`src/rtl/companion_action_unit_if.sv`:
```
// Action handshake between the companion menu FSM and the action unit.
// The FSM side (master) issues an action code and holds exec high; the
// unit side (slave) reports completion and whether it is occupied.
interface companion_action_unit_if;
    logic [1:0] selected;
    logic       exec;
    logic       exec_status;
    logic       busy;

    modport master (
        output selected,
        output exec,
        input  exec_status,
        input  busy
    );

    modport slave (
        input  selected,
        input  exec,
        output exec_status,
        output busy
    );
endinterface

```
`src/rtl/companion_action_unit.sv`:
```
// Companion action unit: runs the action chosen by the menu FSM for a fixed
// number of cycles, applies a saturating gain to the targeted stat, and
// decays all three pet stats on a free-running period.
module companion_action_unit #(
    parameter int STAT_WIDTH    = 4,
    parameter int ACTION_CYCLES = 8,
    parameter int DECAY_PERIOD  = 16,
    parameter int GAIN          = 4
) (
    input  logic                  clk,
    input  logic                  rst,
    companion_action_unit_if.slave act,
    output logic [STAT_WIDTH-1:0] fullness,
    output logic [STAT_WIDTH-1:0] happiness,
    output logic [STAT_WIDTH-1:0] cleanliness,
    output logic                  needs_attention
);

    // Counter widths; a single-cycle action still needs a 1-bit counter.
    localparam int SW1   = STAT_WIDTH + 1;
    localparam int CNT_W = (ACTION_CYCLES > 1) ? $clog2(ACTION_CYCLES) : 1;
    localparam int PRE_W = $clog2(DECAY_PERIOD);

    // The gain sum is done one bit wider so it can be clamped, not wrapped.
    localparam logic [SW1-1:0]        STAT_MAX_W = {1'b0, {STAT_WIDTH{1'b1}}};
    localparam logic [SW1-1:0]        GAIN_W     = SW1'(GAIN);
    localparam logic [STAT_WIDTH-1:0] STAT_ONE   = STAT_WIDTH'(1);
    localparam logic [CNT_W-1:0]      CNT_LOAD   = CNT_W'(ACTION_CYCLES - 1);
    localparam logic [CNT_W-1:0]      CNT_ONE    = CNT_W'(1);
    localparam logic [PRE_W-1:0]      PRE_LAST   = PRE_W'(DECAY_PERIOD - 1);
    localparam logic [PRE_W-1:0]      PRE_ONE    = PRE_W'(1);

    typedef enum logic [1:0] {
        ST_IDLE = 2'b00,
        ST_RUN  = 2'b01,
        ST_DONE = 2'b10
    } state_t;

    typedef enum logic [1:0] {
        ACT_NONE  = 2'b00,
        ACT_FEED  = 2'b01,
        ACT_PLAY  = 2'b10,
        ACT_CLEAN = 2'b11
    } action_t;

    state_t                state_q, state_d;
    action_t               act_q, act_d;
    logic [CNT_W-1:0]      cnt_q, cnt_d;
    logic [PRE_W-1:0]      pre_q, pre_d;
    logic [STAT_WIDTH-1:0] fullness_q, fullness_d;
    logic [STAT_WIDTH-1:0] happiness_q, happiness_d;
    logic [STAT_WIDTH-1:0] cleanliness_q, cleanliness_d;

    logic                  tick;
    logic                  gain_now;
    logic [STAT_WIDTH-1:0] fullness_base;
    logic [STAT_WIDTH-1:0] happiness_base;
    logic [STAT_WIDTH-1:0] cleanliness_base;

    // Stat minus one, floored at zero.
    function automatic logic [STAT_WIDTH-1:0] sat_dec(input logic [STAT_WIDTH-1:0] s);
        if (s == '0) begin
            sat_dec = '0;
        end else begin
            sat_dec = s - STAT_ONE;
        end
    endfunction

    // Stat plus GAIN, clamped at the stat maximum.
    function automatic logic [STAT_WIDTH-1:0] sat_gain(input logic [STAT_WIDTH-1:0] s);
        logic [SW1-1:0] sum;
        sum = {1'b0, s} + GAIN_W;
        if (sum > STAT_MAX_W) begin
            sat_gain = STAT_MAX_W[STAT_WIDTH-1:0];
        end else begin
            sat_gain = sum[STAT_WIDTH-1:0];
        end
    endfunction

    // State, latched action, action counter, prescaler and stat registers.
    always_ff @(posedge clk or posedge rst) begin
        if (rst) begin
            state_q       <= ST_IDLE;
            act_q         <= ACT_NONE;
            cnt_q         <= '0;
            pre_q         <= '0;
            fullness_q    <= '1;
            happiness_q   <= '1;
            cleanliness_q <= '1;
        end else begin
            state_q       <= state_d;
            act_q         <= act_d;
            cnt_q         <= cnt_d;
            pre_q         <= pre_d;
            fullness_q    <= fullness_d;
            happiness_q   <= happiness_d;
            cleanliness_q <= cleanliness_d;
        end
    end

    // Next state plus counter/latch updates; RUN ignores exec so a drop cannot abort.
    always_comb begin
        state_d = state_q;
        act_d   = act_q;
        cnt_d   = cnt_q;
        case (state_q)
            ST_IDLE: begin
                if (act.exec) begin
                    if (act.selected != ACT_NONE) begin
                        act_d   = action_t'(act.selected);
                        cnt_d   = CNT_LOAD;
                        state_d = ST_RUN;
                    end else begin
                        state_d = ST_DONE;
                    end
                end
            end
            ST_RUN: begin
                if (cnt_q != '0) begin
                    cnt_d = cnt_q - CNT_ONE;
                end else begin
                    state_d = ST_DONE;
                end
            end
            ST_DONE: begin
                if (!act.exec) begin
                    state_d = ST_IDLE;
                end
            end
            default: begin
                state_d = ST_IDLE;
            end
        endcase
    end

    // Moore outputs decoded from the registered state.
    always_comb begin
        act.exec_status = (state_q == ST_DONE);
        act.busy        = (state_q == ST_RUN) || (state_q == ST_DONE);
    end

    // Free-running decay prescaler, wrapping at DECAY_PERIOD-1.
    always_comb begin
        tick  = (pre_q == PRE_LAST);
        pre_d = tick ? '0 : (pre_q + PRE_ONE);
    end

    // Stats decay first, then the target stat of a finishing action takes the gain.
    always_comb begin
        gain_now         = (state_q == ST_RUN) && (cnt_q == '0);
        fullness_base    = tick ? sat_dec(fullness_q)    : fullness_q;
        happiness_base   = tick ? sat_dec(happiness_q)   : happiness_q;
        cleanliness_base = tick ? sat_dec(cleanliness_q) : cleanliness_q;
        fullness_d       = fullness_base;
        happiness_d      = happiness_base;
        cleanliness_d    = cleanliness_base;
        if (gain_now) begin
            case (act_q)
                ACT_FEED:  fullness_d    = sat_gain(fullness_base);
                ACT_PLAY:  happiness_d   = sat_gain(happiness_base);
                ACT_CLEAN: cleanliness_d = sat_gain(cleanliness_base);
                default:   fullness_d    = fullness_base;
            endcase
        end
    end

    assign fullness        = fullness_q;
    assign happiness       = happiness_q;
    assign cleanliness     = cleanliness_q;
    assign needs_attention = (fullness_q == '0) || (happiness_q == '0) || (cleanliness_q == '0);

endmodule

```
`src/flat_wrapper.sv`:
```
// flat-port wrapper written by rule: the top's interface ports become plain ports
module companion_action_unit_flat 
#(
    parameter int STAT_WIDTH    = 4,
    parameter int ACTION_CYCLES = 8,
    parameter int DECAY_PERIOD  = 16,
    parameter int GAIN          = 4
)
  (clk, rst, fullness, happiness, cleanliness, needs_attention, act_selected, act_exec, act_exec_status, act_busy);
  companion_action_unit_if act_i ();
  input  logic clk;
  input  logic rst;
  output logic [STAT_WIDTH-1:0] fullness;
  output logic [STAT_WIDTH-1:0] happiness;
  output logic [STAT_WIDTH-1:0] cleanliness;
  output logic needs_attention;
  input wire logic [$bits(act_i.selected)-1:0] act_selected;
  input wire logic [$bits(act_i.exec)-1:0] act_exec;
  output wire logic [$bits(act_i.exec_status)-1:0] act_exec_status;
  output wire logic [$bits(act_i.busy)-1:0] act_busy;
  assign act_i.selected = act_selected;
  assign act_i.exec = act_exec;
  assign act_exec_status = act_i.exec_status;
  assign act_busy = act_i.busy;
  companion_action_unit #(.STAT_WIDTH(STAT_WIDTH), .ACTION_CYCLES(ACTION_CYCLES), .DECAY_PERIOD(DECAY_PERIOD), .GAIN(GAIN)) u_core (.clk(clk), .rst(rst), .act(act_i), .fullness(fullness), .happiness(happiness), .cleanliness(cleanliness), .needs_attention(needs_attention));
endmodule
```
`config.mk`:
```
export PLATFORM = sky130hd
export DESIGN_NAME = companion_action_unit_flat
export DESIGN_NICKNAME = d
export VERILOG_FILES = /design/src/rtl/companion_action_unit_if.sv /design/src/rtl/companion_action_unit.sv /design/src/flat_wrapper.sv
export SDC_FILE = /design/constraint.sdc
export NUM_CORES = 1
export LEC_CHECK = 0
export BUFFER_PORTS_ARGS = -buffer_cell sky130_fd_sc_hd__buf_2
export CAP_MARGIN = 20
export CORE_MARGIN = 2
export CORE_UTILIZATION = 32
export DETAILED_ROUTE_END_ITERATION = 16
export GPL_TIMING_DRIVEN = 0
export HOLD_SLACK_MARGIN = 0.12
export PLACE_DENSITY = 0.5
export SLEW_MARGIN = 5
export SYNTH_ARGS = -nofsm -noshare
export SYNTH_HDL_FRONTEND = slang
export SYNTH_SLANG_ARGS = --single-unit
export TNS_END_PERCENT = 10
```
`constraint.sdc`:
```
create_clock -name clk -period 1.7 [get_ports clk]
set_clock_uncertainty 0.05 [all_clocks]
set_input_delay 0 -clock clk [delete_from_list [all_inputs] [get_ports clk]]
set_output_delay 0 -clock clk [all_outputs]
set_load 0.02 [all_outputs]
```
==> impl_metrics.yaml <==
pwr:
  peakVddDrop_v: 0.000513
  switching_share: 0.330
  clkPwrFrac: 0.227
  p_leak_nw: 0.714
  pwr-share-seq: 0.453
  p_int_w: 0.000992
  p_switching_w: 0.000488
  pwr-share-comb: 0.321
  power_density_mw_per_mm2: 905
detailed_routing:
  post_drt_via_cell_ratio: 5.09
  initialDrtViolationCount: 60
  avgRoutedWirePerCell_um: 13.0
  ant_nets: 0
  firstDrtPassIters: 4
  wirelength_um: 2850
  drc: 0
  vias: 1114
worst_setup_path:
  crit_type: "reg -> reg"
  crit_start: "u_core.state_q[1]"
  r2r_start: "u_core.state_q[1]"
  cp-start-kind: "flop"
  cp-end-kind: "flop"
  critPathMaxFanout: 5
  cpMaxStageDelayCell: "dfrtp_1"
  worstPathRequired_ns: 1.84
  slowest_delay_ns: 0.39
  cp.arrival_ns: 1.75
  cp_cell_sequence: "inv_1, ha_4, and4b_4, and2_2, nor3b_2, o22ai_1"
timing:
  slew_headroom: 0.401
  hold_viol: 0
  drv_slew: 0
  fmax_mhz: 619
  setup_viol: 0
  period_needed_ns: 1.61
  max_slew.worst_pin.slew_ns: 0.897
  post-route-period-util: 0.950
  rsz0062_at_grt: "true"
global_routing:
  grt_pass1_vias: 925
  use_met3: 0.0195
  antenna_found_initial: 0
  grt_usage: 0.123
  grt.overflow.total: 0
  grt_pass1_wl_um: 4310
  top_usage_layer: "met2"
  use_met2: 0.195
  grt_max_degree: 24
  met1_usage: 0.167
floorplan:
  start_util: 0.334
  num_rows: 23
  die_w_um: 68.6
  core_mm2: 0.00400
  dieArea_mm2: 0.00470
  ios: 20
  die_y_um: 68.6
logic_synthesis:
  synthArstFlopShare: 1.00
  ys_seq_area_frac: 0.442
  synth-edff-count: 0
  avgSynthCellArea_um2: 9.47
  syn_inst: 141
  synth_ff_type: "dfstp_2"
  synthesis.nets: 152
  synth_area_mm2: 0.00134
  synth_cell_types: 44
  ys_seq_elements: 23
  ys_warn_count: 0
final_layout:
  n_antenna_cell: 0
  layout-drive-gt1-share: 0.314
  final_nets: 181
  area_delta_synth_final_pct: 22.5
  fin_util: 0.409
  fin_cells: 219
  nFillCells: 413
clock_network:
  clk_latency_ns: 0.26
  cts_buffer_depth: 2
  htree_levels: 1
  cts.sinks: 23
  clock-root-buffer: "clkbuf_8"
  cts_made_buffers: 3
  path_clk_slew_ns: 0.08
  cts_tree: "yes"
placed_design:
  port_buffers: 19
  place_congestion: 0.780
  place_inst: 210
  place_hpwl_um: 2050
run:
  max-cap-violations: 0
worst_hold_path:
  hold_path.class: "in -> async"
run_status:
  status: "completed"
final timing paths:
| check | end | slack, ns | cells past startpoint |
|---|---|---|---|
| hold reg to reg | u_core.pre_q[0] | 0.46 | 1 |
| setup / recovery | u_core.cleanliness[2] | 0.09 | 6 |
| setup reg to reg | u_core.cleanliness[2] | 0.09 | 6 |
| min in group clk | u_core.pre_q[0] | 0.46 | 1 |
| max in group asynchronous | u_core.pre_q[0] | 0.64 | 3 |
| hold / removal | u_core.cnt_q[2] | 0.42 | 3 |
layer usage:
metal | part of all wire | wire (µm)
met1 | 0.46 | 1310
met5 | 0 | 0
met2 | 0.49 | 1410
met3 | 0.036 | 103
met4 | 0.0074 | 21
cell type report:
class / instances / area (µm²) / share of cell area
multi-input combinational: 102 / 732 / 0.448
sequential: 23 / 591 / 0.361
timing repair buffer: 24 / 143 / 0.0872
tap: 50 / 62.6 / 0.0383
inverter: 13 / 48.8 / 0.0298
clock buffer: 4 / 45.0 / 0.0275
buffer: 3 / 13.8 / 0.00842
cell usage after synthesis, drive strengths merged, types with 2 or more instances:
cell type / n / area [µm²]
a21oi: 7 / 35.0
a221o: 3 / 30.0
a22o: 2 / 17.5
a31oi: 3 / 18.8
and2: 2 / 16.3
buf: 2 / 10.0
dfrtp: 11 / 275
dfstp: 12 / 315
ha: 6 / 75.1
inv: 13 / 48.8
mux2i: 3 / 30.0
nand2: 4 / 15.0
nand3: 8 / 45.0
nor2: 15 / 56.3
nor3: 6 / 30.0
nor3b: 2 / 15.0
o21a: 2 / 15.0
o21ai: 15 / 75.1
o22ai: 2 / 12.5
or4: 2 / 15.0
xor2: 2 / 17.5
per-stage QoR:
stage | setup WS [ns] | setup TNS, ns | hold WS (ns) | instance area [µm²] | power [W]
3_5_place_dp | -0.0381 | -0.0474 | 0.203 | 1490 | 0.00110
4_1_cts | 0.0135 | 0 | 0.450 | 1590 | 0.00146
2_1_floorplan | 0.179 | 0 | -0.0570 | 1340 | 0.00101
6_report | 0.0853 | 0 | 0.418 | 1640 | 0.00148
5_1_grt | -0.0459 | -0.107 | 0.493 | 1640 | 0.00160
3_3_place_gp | -0.0266 | -0.0266 | 0.182 | 1490 | 0.00109
timing repair:
action	CTS	global route
setup buffers	0	1
hold endpoints to repair	15	0
endpoints found under the setup margin	2	8
resized for setup	2	8
hold buffers	4	0
pin swaps	0	0
sequential cells by signal (all words and copies together), names as in the netlist:
signal and count:
u_core.pre_q 4, u_core.act_q 2, u_core.cnt_q 3, u_core.fullness 4, u_core.cleanliness 4, u_core.happiness 4, u_core.state_q 2
critical path, delay by kind of cell, from the launching register on:
kind	cells	cell delay (ns)
adders and majority gates	1	0.19
and+or+nand+nor	3	0.67
AOI/OAI and AO/OA	1	0.10
buffers and inverters	1	0.13
DFF	1	0.39
power by group through the flow:
stage	Clock (W)	Combinational (W)	Sequential [W]
4_1_cts	0.000356	0.000447	0.000661
2_1_floorplan	0	0.000348	0.000658
6_report	0.000335	0.000475	0.000670
3_5_place_dp	0	0.000434	0.000670
3_3_place_gp	0	0.000427	0.000667
5_1_grt	0.000382	0.000540	0.000680
logic make-up (layout without fill, tap and decap cells):
| kind of cell | after synthesis | in the layout | synth area share |
|---|---|---|---|
| DFF | 23 | 23 | 0.442 |
| AOI/OAI and AO/OA | 43 | 43 | 0.213 |
| muxes | 4 | 4 | 0.0309 |
| and+or+nand+nor | 47 | 47 | 0.198 |
| xor gates and xnor gates | 2 | 2 | 0.0131 |
| buffers and inverters | 16 | 44 | 0.0469 |
| adders and majority gates | 6 | 6 | 0.0562 |
cell usage in the layout (no fill, tap or decap), types with 2 or more instances in the layout:
cell type	Yosys	routed
buf_2	2	21
nor2_1	15	15
inv_1	12	12
dfstp_2	12	12
o21ai_0	11	11
dfrtp_1	11	11
a21oi_1	7	7
nand3_1	7	7
nor3_1	6	5
o21ai_1	4	4
nand2_1	4	4
dlygate4sd3_1	0	4
mux2i_1	3	3
a31oi_1	3	3
a221o_1	3	3
ha_2	0	3
clkbuf_8	0	3
clkbuf_1	1	2
xor2_1	2	2
o22ai_1	2	2
or4_1	2	2
o21a_1	2	2
a22o_1	2	2
ha_1	6	2
(Power assumes the default switching activity.)
